--- src/rtl/adc_pkg.sv ---
// adc_pkg: state encoding, power-on default configuration and latency helper
// shared by the multi-channel ADC serial front end.
package adc_pkg;

  typedef enum logic [2:0] {
    IDLE,
    CNV,
    GAP,
    SCK_LO,
    SCK_HI,
    DONE
  } adc_state_t;

  localparam logic [31:0] DEF_PERIOD_CFG  = 32'd41;
  localparam logic [7:0]  DEF_CNV_CFG     = 8'd5;
  localparam logic [7:0]  DEF_SCK_DIV_CFG = 8'd0;

  // Clocks from the tick-accepting edge to sample_valid_p rising.
  function automatic int unsigned conv_latency(input int unsigned cnv_cfg,
                                               input int unsigned sck_div_cfg,
                                               input int unsigned data_w);
    return cnv_cfg + 3 + 2 * data_w * (sck_div_cfg + 1);
  endfunction

endpackage

--- src/rtl/adc_tick_gen.sv ---
// Purpose: sample-period counter; one-clock tick every period_cfg_p+1 clocks while enabled.
// Latency: tick is combinational from the counter register, same cycle it reaches the period.
// Backpressure: none; ticks are produced regardless of consumer state.
module adc_tick_gen
  import adc_pkg::*;
(
  input  logic        clk210_p,
  input  logic        reset_p,
  input  logic        enable_p,
  input  logic [31:0] period_cfg_p,
  output logic        tick_p
);

  logic [31:0] cnt;

  // Count 0..period, wrap; held at 0 while disabled. The >= compare keeps a
  // period shrunk below the current count from stalling for 2^32 clocks.
  always_ff @(posedge clk210_p) begin
    if (reset_p) begin
      cnt <= '0;
    end else if (!enable_p || (cnt >= period_cfg_p)) begin
      cnt <= '0;
    end else begin
      cnt <= cnt + 32'd1;
    end
  end

  assign tick_p = enable_p && !reset_p && (cnt >= period_cfg_p);

endmodule

--- src/rtl/adc_multi_interface.sv ---
// Purpose: shared CNV/SCK driver for NUM_CH serial ADCs, parallel SDO capture, valid/ready output.
// Latency: sample_valid_p rises C+3+2*DATA_W*(D+1) clocks after the tick-accepting edge.
// Backpressure: a held sample is never overwritten; new samples are dropped and counted.
// Optional build macro ADC_TEST_PATTERN_EN replaces captured data with a per-conversion counter.
module adc_multi_interface
  import adc_pkg::*;
#(
  parameter int NUM_CH = 2,
  parameter int DATA_W = 16,
  parameter int OVR_W  = 16
) (
  input  logic                       clk210_p,
  input  logic                       reset_p,
  input  logic                       enable_p,
  input  logic [31:0]                period_cfg_p,
  input  logic [7:0]                 cnv_cfg_p,
  input  logic [7:0]                 sck_div_cfg_p,
  input  logic [NUM_CH-1:0]          sdo_p,
  output logic                       cnv_p,
  output logic                       sck_p,
  output logic [NUM_CH*DATA_W-1:0]   sample_data_p,
  output logic                       sample_valid_p,
  input  logic                       sample_ready_p,
  output logic                       busy_p,
  output logic                       tick_miss_p,
  output logic [OVR_W-1:0]           overrun_cnt_p
);

  localparam int BIT_W = $clog2(DATA_W + 1);

  adc_state_t               state, state_d;
  logic [7:0]               cyc_cnt, cyc_cnt_d;
  logic [BIT_W-1:0]         bit_cnt, bit_cnt_d;
  logic [7:0]               cnv_sh, div_sh;
  logic                     latch_cfg, shift_en, done_now, tick;
  logic [NUM_CH*DATA_W-1:0] new_data;

  adc_tick_gen u_tick_gen (
    .clk210_p     (clk210_p),
    .reset_p      (reset_p),
    .enable_p     (enable_p),
    .period_cfg_p (period_cfg_p),
    .tick_p       (tick)
  );

  // State, timing counters, shadow config and registered CNV/SCK pins.
  always_ff @(posedge clk210_p) begin
    if (reset_p) begin
      state   <= IDLE;
      cyc_cnt <= '0;
      bit_cnt <= '0;
      cnv_sh  <= '0;
      div_sh  <= '0;
      cnv_p   <= 1'b0;
      sck_p   <= 1'b1;
    end else begin
      state   <= state_d;
      cyc_cnt <= cyc_cnt_d;
      bit_cnt <= bit_cnt_d;
      if (latch_cfg) begin
        cnv_sh <= cnv_cfg_p;
        div_sh <= sck_div_cfg_p;
      end
      cnv_p <= (state_d == CNV);
      sck_p <= (state_d != SCK_LO);
    end
  end

  // Next-state: CNV pulse, setup gap, DATA_W SCK periods, one-clock result hand-off.
  always_comb begin
    state_d   = state;
    cyc_cnt_d = cyc_cnt + 8'd1;
    bit_cnt_d = bit_cnt;
    latch_cfg = 1'b0;
    shift_en  = 1'b0;
    done_now  = 1'b0;
    case (state)
      IDLE: begin
        cyc_cnt_d = '0;
        if (tick) begin
          state_d   = CNV;
          latch_cfg = 1'b1;
        end
      end
      CNV: begin
        if (cyc_cnt == cnv_sh) begin
          state_d   = GAP;
          cyc_cnt_d = '0;
        end
      end
      GAP: begin
        state_d   = SCK_LO;
        cyc_cnt_d = '0;
      end
      SCK_LO: begin
        if (cyc_cnt == div_sh) begin
          state_d   = SCK_HI;
          cyc_cnt_d = '0;
          shift_en  = 1'b1;
          bit_cnt_d = bit_cnt + 1'b1;
        end
      end
      SCK_HI: begin
        if (cyc_cnt == div_sh) begin
          cyc_cnt_d = '0;
          state_d   = (bit_cnt == BIT_W'(DATA_W)) ? DONE : SCK_LO;
        end
      end
      DONE: begin
        state_d   = IDLE;
        cyc_cnt_d = '0;
        bit_cnt_d = '0;
        done_now  = 1'b1;
      end
      default: begin
        state_d   = IDLE;
        cyc_cnt_d = '0;
        bit_cnt_d = '0;
      end
    endcase
  end

`ifdef ADC_TEST_PATTERN_EN
  logic [DATA_W-1:0] pat_cnt;

  // Pattern advances on every completed conversion, dropped ones included.
  always_ff @(posedge clk210_p) begin
    if (reset_p) begin
      pat_cnt <= '0;
    end else if (done_now) begin
      pat_cnt <= pat_cnt + 1'b1;
    end
  end

  // Channel k carries pattern + k.
  always_comb begin
    new_data = '0;
    for (int k = 0; k < NUM_CH; k++) begin
      new_data[k*DATA_W +: DATA_W] = pat_cnt + DATA_W'(k);
    end
  end
`else
  logic [DATA_W-1:0] shreg [NUM_CH];

  // Capture each SDO lane at the SCK rising edge, MSB first into the LSB end.
  always_ff @(posedge clk210_p) begin
    if (reset_p) begin
      for (int k = 0; k < NUM_CH; k++) shreg[k] <= '0;
    end else if (shift_en) begin
      for (int k = 0; k < NUM_CH; k++) shreg[k] <= {shreg[k][DATA_W-2:0], sdo_p[k]};
    end
  end

  // Flatten the shift registers into the output word layout.
  always_comb begin
    new_data = '0;
    for (int k = 0; k < NUM_CH; k++) begin
      new_data[k*DATA_W +: DATA_W] = shreg[k];
    end
  end
`endif

  // Output holding register: load when empty or draining, otherwise drop and count.
  always_ff @(posedge clk210_p) begin
    if (reset_p) begin
      sample_data_p  <= '0;
      sample_valid_p <= 1'b0;
      overrun_cnt_p  <= '0;
    end else if (done_now) begin
      if (!sample_valid_p || sample_ready_p) begin
        sample_data_p  <= new_data;
        sample_valid_p <= 1'b1;
      end else if (overrun_cnt_p != '1) begin
        overrun_cnt_p <= overrun_cnt_p + 1'b1;
      end
    end else if (sample_valid_p && sample_ready_p) begin
      sample_valid_p <= 1'b0;
    end
  end

  assign busy_p      = (state != IDLE);
  assign tick_miss_p = tick && busy_p;

endmodule

--- config.mk ---
export PLATFORM = sky130hd
export DESIGN_NAME = adc_multi_interface
export DESIGN_NICKNAME = d
export VERILOG_FILES = /design/src/rtl/adc_pkg.sv /design/src/rtl/adc_tick_gen.sv /design/src/rtl/adc_multi_interface.sv
export SDC_FILE = /design/constraint.sdc
export NUM_CORES = 1
export LEC_CHECK = 0
export ABC_AREA = 1
export CORE_MARGIN = 8
export CORE_UTILIZATION = 40
export DETAILED_ROUTE_END_ITERATION = 10
export GPL_TIMING_DRIVEN = 0
export PLACE_DENSITY = 0.72
export SLEW_MARGIN = 20
export SYNTH_ARGS = -nofsm -noshare
export SYNTH_HDL_FRONTEND = slang
export SYNTH_SLANG_ARGS = --single-unit
--- constraint.sdc ---
create_clock -name clk210_p -period 5.5 [get_ports clk210_p]
set_input_delay 0.825 -clock clk210_p [delete_from_list [all_inputs] [get_ports clk210_p]]
set_output_delay 0.825 -clock clk210_p [all_outputs]
set_load 0.01 [all_outputs]
==> qor.tcl <==
set qor(finish.net_count) 1190
set qor(most_repeated_library_cell_on_the_critical_path) {sky130_fd_sc_hd__nand2_1}
set qor(global_route_wire_length_before_repair_um) 28500
set qor(timing.critical_path.to_type) {output port}
set qor(worst_clock_skew_ps) 16.8
set qor(port_buffers) 106
set qor(syn-mean-instance-area_sq_um) 7.52
set qor(tightest_slew_ps) 786
set qor(critical-path-slowest-cell) {sky130_fd_sc_hd__clkdlybuf4s50_1}
set qor(unrepaired_setup_endpoints_after_global_routing) {no}
set qor(number_of_buffers_inserted_by_post_cts_setup_repair) 0
set qor(hold_path_end) {overrun_cnt_p[15]$_SDFFE_PP0P_}
set qor(clkTransAtPathRegs_ps) 60
set qor(drtIter0Drc) 404
set qor(regToRegEndpoint) {div_sh[7]$_SDFFE_PP0P_}
set qor(layout_common_cells) {sky130_fd_sc_hd__nand2_1 (193), sky130_fd_sc_hd__nor2_1 (150), sky130_fd_sc_hd__inv_1 (140), sky130_fd_sc_hd__dfxtp_1 (115), sky130_fd_sc_hd__clkdlybuf4s50_1 (106)}
set qor(reg2reg_from) {u_tick_gen.cnt[0]$_SDFF_PP0_}
set qor(synthesis.area_sq_um) 7320
set qor(critical_path_class) {in -> out}
set qor(flow.area_growth_from_synthesis_pct) 26.8
set qor(dr_total_vias) 6433
set qor(cts.sink_count) 147
set qor(post_synth_num_cell_types) 36
set qor(synth_seq_area_share) 0.446
set qor(timing.hold.worst.start) {overrun_cnt_p[15]$_SDFFE_PP0P_}
set qor(tritoncts) {done}
set qor(slowest_delay_ps) 560
set qor(initial_core_util) 0.408
set qor(synth_warnings) 0
set qor(final_min_period_over_clock_period) 0.706
set qor(finalSetupViolations) 0
set qor(die-width_um) 151
set qor(cellLeakagePower_nw) 3.86
set qor(power.total_mw) 2.38
set qor(setup.reg_to_reg.worst_slack_ps) 3220
set qor(hold-path-cell-count) 2
set qor(required_ps) 4680
set qor(ctsLongestPathBuffers) 2
set qor(drt_pass1_iterations) 5
set qor(grt_util_all_layers) 0.154
set qor(routed_wl_um) 17100
set qor(cts.repair.resized) 0
set qor(antenna_found_initial) 0
set qor(critPathLaunchType) {primary input}
set qor(hold_path.class) {reg -> reg}
set qor(die_area_sq_um) 22900
set qor(drt_drc_violations_left) 0
set qor(drt-vias-per-instance) 4.80
set qor(critical_path.cell_chain) {clkdlybuf4s50_1 > inv_1 > ha_1 > nand2_1 > inv_2 > nand2_1 > nor2_1 > nor2_1 > nand2_1 > nand2_1 > nand2_1 > nand2_1 > nand2_1 > nand2_1 > nor2_1 > clkdlybuf4s50_1}
set qor(nFillCells) 1721
set qor(clk_latency_ps) 420
set qor(dp_worst_setup_slack_ps) 1600
set qor(design.portCount) 107
set qor(wire_per_inst_um) 12.7
set qor(dpl.hpwl_um) 13000
set qor(synth_cells) 974
set qor(ir_worst_vdd_uv) 208
set qor(routability_cong) 0.843
set qor(core-area_sq_um) 18000
set qor(fraction_of_final_layout_cells_with_drive_strength_greater_than_1) 0.0656
set qor(worst-endpoint-arrival_ps) 3060
set qor(synth_seq_cells) 147
set qor(maximum_number_of_pins_on_one_net_before_global_route_repair) 33
set qor(multiInputGateArea_sq_um) 3400
set qor(timing.setup.tns_ps) 0
set qor(die_y_um) 151
set qor(cts_inserted_buffers) 17
set qor(diodes) 0
set qor(syn_nets) 1065
set qor(fmaxAchievable_mhz) 258
set qor(timing.max_cap.violations) 0
set qor(most_common_library_cell_in_the_layout_ignoring_fill_and_taps) {sky130_fd_sc_hd__nand2_1}
set qor(htree_num_levels) 4
set qor(sequential_cell_area_sq_um) 3260
set qor(min_period_ps) 3880
set qor(report.final.slew_viol_count) 0
set qor(grt_pass1_vias) 6037
set qor(powerDensity_nw_per_um2) 256
set qor(grt-ovfl-total) 0
set qor(standard_cell_rows) 49
set qor(root_buffer) {sky130_fd_sc_hd__clkbuf_16}
set qor(worst_slew_margin_rel) 0.474
set qor(cts_hold_buffers) 0
set qor(run_status) {completed}
set qor(final_antenna_net_count) 0
set qor(r2r.worst_path.cells) 14
set qor(critPathMaxFanout) 2
set qor(hold_violations) 0
set qor(least_setup_slack_across_all_paths_after_layout_ps) 1620
## critical path: cells and delay by family
| kind | cells | cell delay [ps] |
|---|---|---|
| buffers and inverters | 4 | 1100 |
| and+or+nand+nor | 11 | 840 |
| adders and majority gates | 1 | 290 |
## cell type report
class                      count  area share
buffer                        23      0.0102
timing repair buffer         106       0.114
clock inverter                15      0.0201
tap                          229      0.0309
clock buffer                  17      0.0458
multi-input combinational    652       0.366
inverter                     152      0.0615
sequential                   147       0.351
## sequential cells by signal, indices dropped and copies added (netlist names)
register        flops
div_sh              8
sample_data_p      32
u_tick_gen.cnt     32
shreg              32
sample_valid_p      1
cyc_cnt             8
cnv_p               1
overrun_cnt_p      16
sck_p               1
bit_cnt             5
cnv_sh              8
state               3
## metal layers
layer  part of all wire  up-vias  wire length (um)  track usage
li1                   -     3367                 -            -
met2               0.47      154              7990        0.253
met5                  0        -                 0            0
met4             0.0068        0               117       0.0430
met3              0.058       12               989       0.0326
met1               0.47     2900              7980        0.200
## worst max-delay path by stage
stage / cells after the start / startpoint / slack, ps / to
2_1_floorplan: 14 / period_cfg_p[7] / 2810 / tick_miss_p
3_3_place_gp: 16 / period_cfg_p[7] / 1630 / tick_miss_p
3_5_place_dp: 16 / period_cfg_p[7] / 1600 / tick_miss_p
4_1_cts: 16 / period_cfg_p[7] / 1580 / tick_miss_p
5_1_grt: 16 / period_cfg_p[7] / 1390 / tick_miss_p
6_report: 16 / period_cfg_p[7] / 1620 / tick_miss_p
## synth_stat cells (all sizes together)
| cell type | instances | area [sq um] |
|---|---|---|
| and2 | 1 | 6.26 |
| nand3 | 28 | 150 |
| clkinv | 1 | 3.75 |
| nand2 | 196 | 751 |
| xnor2 | 7 | 61.3 |
| o21bai | 1 | 7.51 |
| buf | 9 | 42.5 |
| nor3 | 28 | 171 |
| or2 | 7 | 43.8 |
| inv | 151 | 567 |
| nor4 | 6 | 43.8 |
| xor2 | 25 | 219 |
| a21oi | 77 | 385 |
| and3 | 2 | 12.5 |
| clkbuf | 14 | 52.6 |
| ha | 37 | 463 |
| dfxtp | 115 | 2300 |
| nand4 | 21 | 138 |
| o21ai | 48 | 240 |
| nor2 | 160 | 641 |
| nor3b | 6 | 45.0 |
| edfxtp | 32 | 961 |
| nand3b | 1 | 7.51 |
| o21a | 1 | 7.51 |
## report_power, final
part | internal [mW] | switching [mW]
clock | 0.655 | 0.521
combinational | 0.0458 | 0.0440
sequential | 1.11 | 0.00320
total | 1.81 | 0.569
## kinds of logic after synthesis
kind of cell,count (synthesis),share of synthesized area
and+or+nand+nor,456,0.274
buffers and inverters,175,0.0909
DFF,147,0.446
AOI/OAI and AO/OA,127,0.0875
adders and majority gates,37,0.0632
xor gates and xnor gates,32,0.0383
## metrics by stage
| stage | hold WS, ps | std cells | utilization | cell area, sq um |
|---|---|---|---|---|
| 3_3_place_gp | 457 | 1309 | 0.483 | 8670 |
| 4_1_cts | 487 | 1341 | 0.517 | 9280 |
| 3_5_place_dp | 476 | 1309 | 0.483 | 8670 |
| 6_report | 483 | 1341 | 0.517 | 9280 |
| 5_1_grt | 512 | 1341 | 0.517 | 9280 |
| 2_1_floorplan | 447 | 974 | - | 7320 |
No activity file was read; power rests on OpenSTA's default activity.
